`config.mk`:
```
export PLATFORM = sky130hd
export DESIGN_NAME = cvxif_copro_router_flat
export DESIGN_NICKNAME = d
export VERILOG_FILES = /design/src/rtl/cvxif_router_pkg.sv /design/src/rtl/cvxif_copro_router_if.sv /design/src/rtl/cvxif_result_arbiter.sv /design/src/rtl/cvxif_copro_router.sv /design/src/flat_wrapper.sv
export SDC_FILE = /design/constraint.sdc
export NUM_CORES = 1
export LEC_CHECK = 0
export ABC_AREA = 1
export BUFFER_PORTS_ARGS = -buffer_cell sky130_fd_sc_hd__buf_2
export CORE_AREA = 2 2 151 153
export DETAILED_ROUTE_END_ITERATION = 12
export DIE_AREA = 0 0 153 155
export PLACE_DENSITY = 0.64
export SYNTH_ARGS = -nofsm -noshare
export SYNTH_HDL_FRONTEND = slang
export SYNTH_SLANG_ARGS = --single-unit
```
`constraint.sdc`:
```
create_clock -name clk_i -period 9 [get_ports clk_i]
set_input_delay 2.25 -clock clk_i [delete_from_list [all_inputs] [get_ports clk_i]]
set_output_delay 2.25 -clock clk_i [all_outputs]
set_load 0.005 [all_outputs]
```
`src/rtl/cvxif_router_pkg.sv`:
```
// Shared types and helpers for the multi-coprocessor CVXIF router.
package cvxif_router_pkg;

  localparam int MaxCopro   = 8;
  localparam int OwnerWidth = $clog2(MaxCopro);

  // One scoreboard slot per instruction ID: which coprocessor owes the result.
  typedef struct packed {
    logic                  valid;
    logic [OwnerWidth-1:0] owner;
  } sb_entry_t;

  function automatic logic [OwnerWidth-1:0] lowest_set(input logic [MaxCopro-1:0] vec);
    logic [OwnerWidth-1:0] idx;
    idx = '0;
    for (int i = MaxCopro - 1; i >= 0; i--) begin
      if (vec[i]) idx = OwnerWidth'(i);
    end
    return idx;
  endfunction

endpackage

```
`src/rtl/cvxif_copro_router_if.sv`:
```
// Core-side and coprocessor-side signal bundle of the CVXIF router.
interface cvxif_copro_router_if #(
  parameter int NumCopro   = 2,
  parameter int IdWidth    = 3,
  parameter int XLEN       = 64,
  parameter int InstrWidth = 32
);
  // Handshakes: a transfer occurs on a rising edge where valid and ready are both
  // high; a raised valid keeps its payload stable until that transfer happens.
  logic                       flush_i;
  logic                       issue_valid_i;
  logic                       issue_ready_o;
  logic [IdWidth-1:0]         issue_id_i;
  logic [InstrWidth-1:0]      issue_instr_i;
  logic                       issue_accept_o;
  logic                       issue_writeback_o;
  logic [NumCopro-1:0]        cp_issue_valid_o;
  logic [NumCopro-1:0]        cp_issue_ready_i;
  logic [IdWidth-1:0]         cp_issue_id_o;
  logic [InstrWidth-1:0]      cp_issue_instr_o;
  logic [NumCopro-1:0]        cp_issue_accept_i;
  logic [NumCopro-1:0]        cp_issue_writeback_i;
  logic [NumCopro-1:0]        cp_result_valid_i;
  logic [NumCopro-1:0]        cp_result_ready_o;
  logic [NumCopro*IdWidth-1:0] cp_result_id_i;
  logic [NumCopro*XLEN-1:0]   cp_result_data_i;
  logic                       result_valid_o;
  logic                       result_ready_i;
  logic [IdWidth-1:0]         result_id_o;
  logic [XLEN-1:0]            result_data_o;
  logic                       multi_accept_o;
  logic                       stray_o;
  logic                       busy_o;
  logic [NumCopro*32-1:0]     perf_issued_o;
  logic [31:0]                perf_stray_o;

  modport slave (
    input  flush_i, issue_valid_i, issue_id_i, issue_instr_i,
           cp_issue_ready_i, cp_issue_accept_i, cp_issue_writeback_i,
           cp_result_valid_i, cp_result_id_i, cp_result_data_i, result_ready_i,
    output issue_ready_o, issue_accept_o, issue_writeback_o,
           cp_issue_valid_o, cp_issue_id_o, cp_issue_instr_o, cp_result_ready_o,
           result_valid_o, result_id_o, result_data_o,
           multi_accept_o, stray_o, busy_o, perf_issued_o, perf_stray_o
  );

  modport master (
    output flush_i, issue_valid_i, issue_id_i, issue_instr_i,
           cp_issue_ready_i, cp_issue_accept_i, cp_issue_writeback_i,
           cp_result_valid_i, cp_result_id_i, cp_result_data_i, result_ready_i,
    input  issue_ready_o, issue_accept_o, issue_writeback_o,
           cp_issue_valid_o, cp_issue_id_o, cp_issue_instr_o, cp_result_ready_o,
           result_valid_o, result_id_o, result_data_o,
           multi_accept_o, stray_o, busy_o, perf_issued_o, perf_stray_o
  );
endinterface

```
`src/rtl/cvxif_result_arbiter.sv`:
```
// Result side: classifies returning results, round-robin picks one into a
// registered output. Stray counter exists only with CVXIF_ROUTER_PERF_EN.
module cvxif_result_arbiter
  import cvxif_router_pkg::*;
#(
  parameter int NumCopro = 2,
  parameter int IdWidth  = 3,
  parameter int XLEN     = 64
) (
  input  logic                          clk_i,
  input  logic                          rst_ni,
  input  logic                          flush_i,
  input  sb_entry_t [2**IdWidth-1:0]    sb_i,
  input  logic [NumCopro-1:0]           cp_result_valid_i,
  input  logic [NumCopro*IdWidth-1:0]   cp_result_id_i,
  input  logic [NumCopro*XLEN-1:0]      cp_result_data_i,
  output logic [NumCopro-1:0]           cp_result_ready_o,
  output logic                          result_valid_o,
  input  logic                          result_ready_i,
  output logic [IdWidth-1:0]            result_id_o,
  output logic [XLEN-1:0]               result_data_o,
  output logic                          clr_valid_o,
  output logic [IdWidth-1:0]            clr_id_o,
  output logic                          stray_o,
  output logic [31:0]                   perf_stray_o
);

  logic [NumCopro-1:0]   cand, stray, grant_vec;
  logic [2*NumCopro-1:0] cand_rot;
  logic [IdWidth-1:0]    lane_id, sel_id;
  logic [XLEN-1:0]       sel_data;
  logic [OwnerWidth-1:0] ptr_q, ptr_nxt, win;
  logic                  found, load_en, stray_q;
  int                    w, pn;

  always_comb begin
    cand    = '0;
    lane_id = '0;
    for (int i = 0; i < NumCopro; i++) begin
      lane_id = cp_result_id_i[i*IdWidth +: IdWidth];
      cand[i] = cp_result_valid_i[i] && sb_i[lane_id].valid &&
                (sb_i[lane_id].owner == OwnerWidth'(i));
    end
    stray = cp_result_valid_i & ~cand;
  end

  // Loading is suppressed during flush so no result is handed over only to be killed.
  assign load_en = (!result_valid_o || result_ready_i) && !flush_i;

  always_comb begin
    cand_rot = {cand, cand} >> ptr_q;
    found    = 1'b0;
    w        = 0;
    for (int k = 0; k < NumCopro; k++) begin
      if (!found && cand_rot[k]) begin
        found = 1'b1;
        w     = int'(ptr_q) + k;
      end
    end
    if (w >= NumCopro) w = w - NumCopro;
    pn = w + 1;
    if (pn >= NumCopro) pn = 0;
    win     = OwnerWidth'(w);
    ptr_nxt = OwnerWidth'(pn);
  end

  always_comb begin
    sel_id    = '0;
    sel_data  = '0;
    grant_vec = '0;
    for (int i = 0; i < NumCopro; i++) begin
      if (found && win == OwnerWidth'(i)) begin
        sel_id       = cp_result_id_i[i*IdWidth +: IdWidth];
        sel_data     = cp_result_data_i[i*XLEN +: XLEN];
        grant_vec[i] = load_en;
      end
    end
  end

  assign cp_result_ready_o = stray | grant_vec;
  assign clr_valid_o       = load_en && found;
  assign clr_id_o          = sel_id;
  assign stray_o           = stray_q;

  always_ff @(posedge clk_i or negedge rst_ni) begin
    if (!rst_ni) begin
      result_valid_o <= 1'b0;
      result_id_o    <= '0;
      result_data_o  <= '0;
      ptr_q          <= '0;
      stray_q        <= 1'b0;
    end else begin
      stray_q <= |stray;
      if (flush_i) begin
        result_valid_o <= 1'b0;
      end else if (load_en) begin
        result_valid_o <= found;
        if (found) begin
          result_id_o   <= sel_id;
          result_data_o <= sel_data;
          ptr_q         <= ptr_nxt;
        end
      end
    end
  end

`ifdef CVXIF_ROUTER_PERF_EN
  logic [31:0] stray_cnt_q;
  always_ff @(posedge clk_i or negedge rst_ni) begin
    if (!rst_ni) stray_cnt_q <= '0;
    else         stray_cnt_q <= stray_cnt_q + 32'($countones(stray));
  end
  assign perf_stray_o = stray_cnt_q;
`else
  assign perf_stray_o = '0;
`endif

endmodule

```
`src/rtl/cvxif_copro_router.sv`:
```
// CVXIF router: broadcasts issues to NumCopro coprocessors, tracks ID owners,
// arbitrates results back. Performance counters need CVXIF_ROUTER_PERF_EN.
module cvxif_copro_router
  import cvxif_router_pkg::*;
#(
  parameter int NumCopro   = 2,
  parameter int IdWidth    = 3,
  parameter int XLEN       = 64,
  parameter int InstrWidth = 32
) (
  input  logic                clk_i,
  input  logic                rst_ni,
  cvxif_copro_router_if.slave bus
);

  localparam int Depth = 2**IdWidth;

  sb_entry_t [Depth-1:0] sb_q;
  logic [MaxCopro-1:0]   accept_pad, wb_pad;
  logic [OwnerWidth-1:0] issue_winner;
  logic                  issue_ok, issue_hs, record, multi_q, busy;
  logic                  clr_valid;
  logic [IdWidth-1:0]    clr_id;

  always_comb begin
    accept_pad                 = '0;
    wb_pad                     = '0;
    accept_pad[NumCopro-1:0]   = bus.cp_issue_accept_i;
    wb_pad[NumCopro-1:0]       = bus.cp_issue_writeback_i;
  end

  // An ID may only be reissued once its previous result has been loaded.
  assign issue_ok              = !sb_q[bus.issue_id_i].valid && !bus.flush_i;
  assign bus.cp_issue_valid_o  = {NumCopro{bus.issue_valid_i && issue_ok}};
  assign bus.issue_ready_o     = (&bus.cp_issue_ready_i) && issue_ok;
  assign bus.cp_issue_id_o     = bus.issue_id_i;
  assign bus.cp_issue_instr_o  = bus.issue_instr_i;
  assign issue_winner          = lowest_set(accept_pad);
  assign bus.issue_accept_o    = |bus.cp_issue_accept_i;
  assign bus.issue_writeback_o = bus.issue_accept_o && wb_pad[issue_winner];
  assign issue_hs              = bus.issue_valid_i && bus.issue_ready_o;
  assign record                = issue_hs && bus.issue_writeback_o;

  always_ff @(posedge clk_i or negedge rst_ni) begin
    if (!rst_ni) begin
      sb_q    <= '0;
      multi_q <= 1'b0;
    end else begin
      multi_q <= issue_hs && ($countones(bus.cp_issue_accept_i) > 1);
      if (bus.flush_i) begin
        sb_q <= '0;
      end else begin
        if (clr_valid) sb_q[clr_id].valid <= 1'b0;
        if (record)    sb_q[bus.issue_id_i] <= sb_entry_t'{valid: 1'b1, owner: issue_winner};
      end
    end
  end

  always_comb begin
    busy = 1'b0;
    for (int d = 0; d < Depth; d++) busy = busy | sb_q[d].valid;
  end

  assign bus.busy_o         = busy;
  assign bus.multi_accept_o = multi_q;

  cvxif_result_arbiter #(
    .NumCopro (NumCopro),
    .IdWidth  (IdWidth),
    .XLEN     (XLEN)
  ) u_result_arbiter (
    .clk_i             (clk_i),
    .rst_ni            (rst_ni),
    .flush_i           (bus.flush_i),
    .sb_i              (sb_q),
    .cp_result_valid_i (bus.cp_result_valid_i),
    .cp_result_id_i    (bus.cp_result_id_i),
    .cp_result_data_i  (bus.cp_result_data_i),
    .cp_result_ready_o (bus.cp_result_ready_o),
    .result_valid_o    (bus.result_valid_o),
    .result_ready_i    (bus.result_ready_i),
    .result_id_o       (bus.result_id_o),
    .result_data_o     (bus.result_data_o),
    .clr_valid_o       (clr_valid),
    .clr_id_o          (clr_id),
    .stray_o           (bus.stray_o),
    .perf_stray_o      (bus.perf_stray_o)
  );

`ifdef CVXIF_ROUTER_PERF_EN
  logic [NumCopro-1:0][31:0] issued_q;
  always_ff @(posedge clk_i or negedge rst_ni) begin
    if (!rst_ni) begin
      issued_q <= '0;
    end else begin
      for (int i = 0; i < NumCopro; i++) begin
        if (issue_hs && bus.issue_accept_o && issue_winner == OwnerWidth'(i))
          issued_q[i] <= issued_q[i] + 32'd1;
      end
    end
  end
  assign bus.perf_issued_o = issued_q;
`else
  assign bus.perf_issued_o = '0;
`endif

endmodule

```
`src/flat_wrapper.sv`:
```
// flat-port wrapper written by rule: the top's interface ports become plain ports
module cvxif_copro_router_flat import cvxif_router_pkg::*;
#(
  parameter int NumCopro   = 2,
  parameter int IdWidth    = 3,
  parameter int XLEN       = 64,
  parameter int InstrWidth = 32
)
  (clk_i, rst_ni, bus_flush_i, bus_issue_valid_i, bus_issue_id_i, bus_issue_instr_i, bus_cp_issue_ready_i, bus_cp_issue_accept_i, bus_cp_issue_writeback_i, bus_cp_result_valid_i, bus_cp_result_id_i, bus_cp_result_data_i, bus_result_ready_i, bus_issue_ready_o, bus_issue_accept_o, bus_issue_writeback_o, bus_cp_issue_valid_o, bus_cp_issue_id_o, bus_cp_issue_instr_o, bus_cp_result_ready_o, bus_result_valid_o, bus_result_id_o, bus_result_data_o, bus_multi_accept_o, bus_stray_o, bus_busy_o, bus_perf_issued_o, bus_perf_stray_o);
  cvxif_copro_router_if #(.NumCopro(NumCopro), .IdWidth(IdWidth), .XLEN(XLEN), .InstrWidth(InstrWidth)) bus_i ();
  input  logic clk_i;
  input  logic rst_ni;
  input wire logic [$bits(bus_i.flush_i)-1:0] bus_flush_i;
  input wire logic [$bits(bus_i.issue_valid_i)-1:0] bus_issue_valid_i;
  input wire logic [$bits(bus_i.issue_id_i)-1:0] bus_issue_id_i;
  input wire logic [$bits(bus_i.issue_instr_i)-1:0] bus_issue_instr_i;
  input wire logic [$bits(bus_i.cp_issue_ready_i)-1:0] bus_cp_issue_ready_i;
  input wire logic [$bits(bus_i.cp_issue_accept_i)-1:0] bus_cp_issue_accept_i;
  input wire logic [$bits(bus_i.cp_issue_writeback_i)-1:0] bus_cp_issue_writeback_i;
  input wire logic [$bits(bus_i.cp_result_valid_i)-1:0] bus_cp_result_valid_i;
  input wire logic [$bits(bus_i.cp_result_id_i)-1:0] bus_cp_result_id_i;
  input wire logic [$bits(bus_i.cp_result_data_i)-1:0] bus_cp_result_data_i;
  input wire logic [$bits(bus_i.result_ready_i)-1:0] bus_result_ready_i;
  output wire logic [$bits(bus_i.issue_ready_o)-1:0] bus_issue_ready_o;
  output wire logic [$bits(bus_i.issue_accept_o)-1:0] bus_issue_accept_o;
  output wire logic [$bits(bus_i.issue_writeback_o)-1:0] bus_issue_writeback_o;
  output wire logic [$bits(bus_i.cp_issue_valid_o)-1:0] bus_cp_issue_valid_o;
  output wire logic [$bits(bus_i.cp_issue_id_o)-1:0] bus_cp_issue_id_o;
  output wire logic [$bits(bus_i.cp_issue_instr_o)-1:0] bus_cp_issue_instr_o;
  output wire logic [$bits(bus_i.cp_result_ready_o)-1:0] bus_cp_result_ready_o;
  output wire logic [$bits(bus_i.result_valid_o)-1:0] bus_result_valid_o;
  output wire logic [$bits(bus_i.result_id_o)-1:0] bus_result_id_o;
  output wire logic [$bits(bus_i.result_data_o)-1:0] bus_result_data_o;
  output wire logic [$bits(bus_i.multi_accept_o)-1:0] bus_multi_accept_o;
  output wire logic [$bits(bus_i.stray_o)-1:0] bus_stray_o;
  output wire logic [$bits(bus_i.busy_o)-1:0] bus_busy_o;
  output wire logic [$bits(bus_i.perf_issued_o)-1:0] bus_perf_issued_o;
  output wire logic [$bits(bus_i.perf_stray_o)-1:0] bus_perf_stray_o;
  assign bus_i.flush_i = bus_flush_i;
  assign bus_i.issue_valid_i = bus_issue_valid_i;
  assign bus_i.issue_id_i = bus_issue_id_i;
  assign bus_i.issue_instr_i = bus_issue_instr_i;
  assign bus_i.cp_issue_ready_i = bus_cp_issue_ready_i;
  assign bus_i.cp_issue_accept_i = bus_cp_issue_accept_i;
  assign bus_i.cp_issue_writeback_i = bus_cp_issue_writeback_i;
  assign bus_i.cp_result_valid_i = bus_cp_result_valid_i;
  assign bus_i.cp_result_id_i = bus_cp_result_id_i;
  assign bus_i.cp_result_data_i = bus_cp_result_data_i;
  assign bus_i.result_ready_i = bus_result_ready_i;
  assign bus_issue_ready_o = bus_i.issue_ready_o;
  assign bus_issue_accept_o = bus_i.issue_accept_o;
  assign bus_issue_writeback_o = bus_i.issue_writeback_o;
  assign bus_cp_issue_valid_o = bus_i.cp_issue_valid_o;
  assign bus_cp_issue_id_o = bus_i.cp_issue_id_o;
  assign bus_cp_issue_instr_o = bus_i.cp_issue_instr_o;
  assign bus_cp_result_ready_o = bus_i.cp_result_ready_o;
  assign bus_result_valid_o = bus_i.result_valid_o;
  assign bus_result_id_o = bus_i.result_id_o;
  assign bus_result_data_o = bus_i.result_data_o;
  assign bus_multi_accept_o = bus_i.multi_accept_o;
  assign bus_stray_o = bus_i.stray_o;
  assign bus_busy_o = bus_i.busy_o;
  assign bus_perf_issued_o = bus_i.perf_issued_o;
  assign bus_perf_stray_o = bus_i.perf_stray_o;
  cvxif_copro_router #(.NumCopro(NumCopro), .IdWidth(IdWidth), .XLEN(XLEN), .InstrWidth(InstrWidth)) u_core (.clk_i(clk_i), .rst_ni(rst_ni), .bus(bus_i));
endmodule
```
### Yosys cells after proc, flatten, opt, wreduce, memory -nomap -nowiden

Index checks and enable logic that the tools add are counted.
Widths: inputs -> output; s select.

* add/subtract/negate cells: 4
* multipliers: 0
* div/mod/pow operators: 0
* magnitude comparators: 10
* eq/ne operators: 2
* shifts and indexed selects: 1
* muxes and demuxes: 34
* bitwise operators: 11
* reductions and logical operators: 30

Operator list (number)
* $mux 32: 6
* $mux 64: 2
* $bwmux 32: 2
* $ge 32x3->1 const B: 2
* $bmux 4 s3: 3
* $add 32x2->32 const B: 1
* $gt 32x2->1 const B: 1
* $sub 32x3->32 const B: 1
* $demux 4 s3: 2
* $mux 4: 5
* $logic_and 1x1->1: 18
* $lt 3x4->1 const B: 4
* $mux 3: 4
* $mux 1: 9
* $or 1x1->1: 7
* $eq 3x1->1 const B: 2
* $ge 3x1->1 const B: 2
* $logic_not 3->1: 2
* $add 3x1->4 const B: 1
* $logic_not 1->1: 4
* $lt 1x4->1 const B: 1
* $reduce_or 2->1: 2
* $shr 4x3->2: 1
* $bmux 1 s3: 1
* other kinds (9): 9

* flip-flop bits (word level): 105
* latch bits: 0
* memory bits (writable): 0
* ROM bits: 0
* bits of input ports: 182
* output and inout bits: 209
* logic and storage cells: 114
* memories: 0

### Logic depth before layout (Yosys ltp)

* word-level depth: 25
* mapped depth: 24
* gate-level depth less buffers: 24

### By module

Synthesis repeated with hierarchy kept, for this count alone.

* cell total of the unflattened synthesis: 955
* area total of the unflattened synthesis: 6730.2 µm²

By module, submodules not included
* cvxif_result_arbiter: times used 1, cells an instance 698, area each 4875.9 µm², sequential area each 1801.7 µm²
* cvxif_copro_router: times used 1, cells an instance 257, area each 1854.3 µm², sequential area each 425.4 µm²

### Worst setup path after synthesis

Ideal clock, no wire load.

* path type: input -> output
* from: input bus_cp_result_id_i[3]
* to: output bus_cp_result_ready_o[1]
* data arrival time: 4.074 ns
* required time: 6.750 ns
* slack: 2.676 ns
* stages: 20
* path buffers: 2
* cell sequence: inv_2 -> nand3_1 -> nand3_1 -> nand3_1 -> nand2_1 -> nand2_1 -> nand2_1 -> nand2_4 -> nor2_4 -> nand2_2 -> nand2_1 -> nor2_1 -> inv_1 -> ha_1 -> inv_1 -> nor2_8 -> nand2_8 -> buf_6 -> buf_4 -> o21ai_1

* cells in the longest elaborated chain, start to end: 15
* elaborated cells between the ends (all ways): 21
* classes of those cells: add/sub: 1; order compare: 1; eq/ne: 2; shift: 1; mux: 8; bitwise: 3; reduce/logical: 5

Ends and longest elaborated chain
* from (decl): RTL line flat_wrapper.sv:21 `input wire logic [$bits(bus_i.cp_result_id_i)-1:0] bus_cp_result_id_i;`
* $bmux 4 s3 (*): RTL line cvxif_result_arbiter.sv:41, cvxif_result_arbiter.sv:42
* $mux 4 (not written as such) (*): RTL line cvxif_result_arbiter.sv:42 `(sb_i[lane_id].owner == OwnerWidth'(i));`
* $eq 3x1->1 / $logic_and 1x1->1 (equally long branches): RTL line cvxif_result_arbiter.sv:42, cvxif_result_arbiter.sv:41
* $logic_and 1x1->1 (*): RTL line cvxif_result_arbiter.sv:41 `cand[i] = cp_result_valid_i[i] && sb_i[lane_id].valid &&`
* $shr 4x3->2: RTL line cvxif_result_arbiter.sv:51 `cand_rot = {cand, cand} >> ptr_q;`
* $mux 1: RTL line cvxif_result_arbiter.sv:55 `if (!found && cand_rot[k]) begin`
* $logic_not 1->1: RTL line cvxif_result_arbiter.sv:55
* $logic_and 1x1->1: RTL line cvxif_result_arbiter.sv:55
* $mux 32: RTL line cvxif_result_arbiter.sv:55
* $sub 32x3->32 / $ge 32x3->1 (equally long branches): RTL line cvxif_result_arbiter.sv:60 `if (w >= NumCopro) w = w - NumCopro;`
* $mux 32: RTL line cvxif_result_arbiter.sv:60
* $eq 3x1->1: RTL line cvxif_result_arbiter.sv:72 `if (found && win == OwnerWidth'(i)) begin`
* $logic_and 1x1->1: RTL line cvxif_result_arbiter.sv:72
* $mux 1: RTL line cvxif_result_arbiter.sv:72
* $or 2x2->2 (*): RTL line cvxif_result_arbiter.sv:80 `assign cp_result_ready_o = stray | grant_vec;`
* to (decl): RTL line flat_wrapper.sv:30 `output wire logic [$bits(bus_i.cp_result_ready_o)-1:0] bus_cp_result_ready_o;`

Mark *: on every way between the ends. The rest lies on a longest branch, timed or not. The select of a mux whose other input is x is not followed.

### Worst setup path in the final report

Same ends and word-level chain as after synthesis.

==> results.toml <==
[setup_path]
endpoint_kind = "primary output"
timing.critical_path.max_delay_family = "simple AND/OR/NAND/NOR gates"
worstSetupStartpointType = "input port"
timing.critical_path.slowest_stage_cell = "sky130_fd_sc_hd__nand2_8"
path_cells = "buf_2 -> inv_2 -> nand3_1 -> nand3_1 -> nand3_1 -> nand2_1 -> nand2_1 -> nand2_1 -> nand2_4 -> nand4_1 -> nand2_1 -> nor2_1 -> inv_1 -> ha_1 -> inv_1 -> nor2_8 -> nand2_8 -> o21ai_1 -> buf_2"
critical_path_required_ps = 6750
timing.critical_path.from = "bus_cp_result_id_i[3]"
crit-reg2reg-launch = "u_core.sb_q[23]$_DFF_PN0_"
timing.critical_path.arrival_ps = 4730
worst_path_most_repeated_cell = "sky130_fd_sc_hd__nand2_1"
peak_per_stage_delay_on_the_critical_path_ps = 380
cp.buffers_inverters = 5
path_class = "in2out"
critical_path.max_fanout = 72

[final_layout]
final_design_area_no_fill_um2 = 6950
top_library_cells_by_usage_in_the_layout_fill_and_taps_aside = "sky130_fd_sc_hd__buf_2, sky130_fd_sc_hd__nand2_1, sky130_fd_sc_hd__nand3_1, sky130_fd_sc_hd__conb_1, sky130_fd_sc_hd__dfrtp_1"
synthToLayoutAreaGrowth_pct = 17.64
final_common_cell = "sky130_fd_sc_hd__buf_2"
final_core_util_pct = 31.27
final-instance-count-excl-fill = 1226
nNetsFinal = 1124
insertedDiodeCount = 0
share_of_post_route_cells_with_drive_strength_above_1_pct = 30.07

[power]
power_report.internal_total_mw = 0.7284
power.share.switching_pct = 25.82
vdd_ir_drop_max_v = 0.00008392
combPwrFrac_pct = 12.0
power.clock.fraction_pct = 44.1
power-per-cell-area_nw_per_um2 = 141.3
fin_total_pwr_mw = 0.9820
pwr-share-seq_pct = 43.9
power.leakage_nw = 3.343
p_sw_mw = 0.2535

[placed_design]
placed_area_um2 = 6614
gpl.final_weighted_congestion = 0.9077
portbufs = 230
place_worst_setup_slack_ps = 2071
hpwl_um = 13260
placed_cells = 1210

[detailed_routing]
number_of_nets_with_antenna_violations_after_routing = 0
postRouteWirelength_um = 17700
routed-via-count = 5417
residual_drc_count = 0
post_drt_via_cell_ratio = 4.418
first_iter_violations = 400
first_pass_iters = 5
routed_wire_length_per_instance_um = 14.44

[sta]
rsz0062_at_grt = "false"
achievable-frequency_mhz = 143.4
final.hold.worst_slack_ps = 496.1
post-route-period-util_pct = 77.51
final_critical_path_setup_slack_ps = 2024
timing_worst_slew_pin_value_ps = 1038
final_period_minus_worst_setup_slack_ps = 6976
finalSetupViolations = 0
maxSlewViolCount = 0
skew_ps = 10.59
timing.setup.tns_ps = 0
timing.slew.headroom_pct = 30.82
final-hold-violation-count = 0

[logic_synthesis]
synth.area.top_cells = "sky130_fd_sc_hd__dfrtp_1, sky130_fd_sc_hd__buf_4, sky130_fd_sc_hd__nand3_1"
flop_and_latch_count_out_of_synthesis = 89
async_reset_ff_share_pct = 100.0
syn-mean-instance-area_um2 = 7.743
synth_seq_area_share_pct = 37.70
netlist.top_cell.by_area = "sky130_fd_sc_hd__dfrtp_1"
mappedNetlistArea_um2 = 5908
synthDominantCellAreaShare_pct = 37.70
synth_edf_count = 0
yosys_most_used_dff = "sky130_fd_sc_hd__dfrtp_1"
synthDistinctLibCells = 37
count_of_warnings_emitted_by_yosys = 0
synth_cells = 763

[floorplan]
ioPinCount = 391
floorplan.die.width_um = 153
die_area_um2 = 23720
floorplan.rows = 55
chipHeight_um = 155
initial_utilization_pct = 26.58
core_region_area_um2 = 22230

[clock_tree]
clkLatencyLatePin_ps = 340
cts_hold_buf = 0
clock_path_buffers = 2
cts-buffers-inserted = 9
root_buffer = "sky130_fd_sc_hd__clkbuf_16"
post_cts_resize_count = 0
cts_max_level = 3
cts_tree = "yes"
cts.reportedPaths.clkPinSlew_ps = 70
post_cts.repair.setup_buffers = 0
cts.sinks = 89

[global_route]
pin_count_of_the_biggest_net_entering_global_routing = 74
wire_length_of_the_first_global_routing_pass_um = 27010
antenna_found_initial = 0
first_global_vias = 4896
grt_overflow_total = 0
global_routing_usage_summed_across_all_routing_layers_pct = 14.30

[hold_path]
holdCritStartpoint = "u_core.u_result_arbiter.result_id_o[1]$_DFFE_PN0P_"
min_path_type = "reg2reg"

[job]
timing.max_cap.violations = 0

[outcome]
run_status = "finished clean"
[layout make-up]
type | count | area, um2
Clock inverter | 6 | 97.59
Inverter | 54 | 207.7
Timing Repair Buffer | 233 | 1176
Clock buffer | 10 | 239.0
Sequential cell | 89 | 2227
Multi-Input combinational cell | 549 | 2646
Fill cell | 2411 | 15280
Tap cell | 285 | 356.6
[state kept, by name, indices dropped and copies added (netlist names)]
register / count
u_core.bus.multi_accept_o: 1
u_core.sb_q: 16
u_core.u_result_arbiter.ptr_q: 3
u_core.u_result_arbiter.result_data_o: 64
u_core.u_result_arbiter.result_id_o: 3
u_core.u_result_arbiter.result_valid_o: 1
u_core.u_result_arbiter.stray_o: 1
[worst register-to-register path, stage by stage, from the launching register on]
cell                       delay (ps)
sky130_fd_sc_hd__dfrtp_1          460
sky130_fd_sc_hd__nand3_1          120
sky130_fd_sc_hd__nand3_1          110
sky130_fd_sc_hd__nand3_1           80
sky130_fd_sc_hd__nand2_1          110
sky130_fd_sc_hd__nand2_1           80
sky130_fd_sc_hd__nand2_1          110
sky130_fd_sc_hd__nand2_4           80
sky130_fd_sc_hd__nand4_1          120
sky130_fd_sc_hd__nand2_1           80
sky130_fd_sc_hd__nor2_1           240
sky130_fd_sc_hd__inv_1            110
sky130_fd_sc_hd__ha_1             200
sky130_fd_sc_hd__inv_1            150
sky130_fd_sc_hd__nor2_8            70
sky130_fd_sc_hd__nand2_8          380
sky130_fd_sc_hd__clkinv_2         870
sky130_fd_sc_hd__nand2_1          470
sky130_fd_sc_hd__a31oi_1          130
[routing by layer]
layer | global-route usage (%) | routed length, um
met1 | 18.96 | 7629
met2 | 22.59 | 8212
met3 | 3.203 | 1370
met4 | 5.952 | 488
met5 | 0 | 0
[power by group through the flow]
stage	combinational (mW)	sequential, mW	clock, mW
finish	0.118	0.431	0.433
global route	0.133	0.434	0.464
CTS	0.119	0.431	0.452
detailed placement	0.118	0.439	0
global placement	0.117	0.438	0
floorplan	0.0839	0.439	0
[cells in the mapped netlist, types with 3 or more instances]
cell	number
sky130_fd_sc_hd__inv_2	5
sky130_fd_sc_hd__clkbuf_1	3
sky130_fd_sc_hd__nor2_1	88
sky130_fd_sc_hd__nand2_2	5
sky130_fd_sc_hd__o21ai_0	13
sky130_fd_sc_hd__buf_2	19
sky130_fd_sc_hd__nor2_4	4
sky130_fd_sc_hd__nor3_1	9
sky130_fd_sc_hd__nand4_1	3
sky130_fd_sc_hd__nor4_1	3
sky130_fd_sc_hd__buf_4	141
sky130_fd_sc_hd__a21oi_1	18
sky130_fd_sc_hd__dfrtp_1	89
sky130_fd_sc_hd__nand3_1	97
sky130_fd_sc_hd__nand2_1	117
sky130_fd_sc_hd__ha_1	6
sky130_fd_sc_hd__nor2_2	6
sky130_fd_sc_hd__inv_1	46
sky130_fd_sc_hd__a31oi_1	64
sky130_fd_sc_hd__o21ai_1	3
sky130_fd_sc_hd__nand2_4	3
[final timing paths]
| path | depth (start not counted) | to | slack [ps] |
|---|---|---|---|
| worst min-delay path | 2 | u_core.u_result_arbiter.result_id_o[1]$_DFFE_PN0P_ | 500 |
| worst min register to register | 2 | u_core.u_result_arbiter.result_id_o[1]$_DFFE_PN0P_ | 500 |
| max in group asynchronous | 2 | u_core.u_result_arbiter.result_data_o[17]$_DFFE_PN0P_ | 6040 |
| worst max register to register | 18 | u_core.u_result_arbiter.result_data_o[50]$_DFFE_PN0P_ | 4880 |
| min in group asynchronous | 1 | u_core.u_result_arbiter.result_data_o[46]$_DFFE_PN0P_ | 1850 |
| worst max-delay path | 19 | bus_cp_result_ready_o[1] | 2020 |
[cells by family (layout without fill, tap and decap cells)]
logic type | count (synthesis) | after routing | synth area share [%]
DFF | 89 | 89 | 37.70
adders and majority gates | 6 | 6 | 1.271
other | 2 | 97 | 0.1271
buffers and inverters | 220 | 303 | 23.55
and+or+nand+nor | 344 | 344 | 27.13
AOI/OAI and AO/OA | 102 | 102 | 10.23
Note: power is estimated with default switching activity, not from simulation.
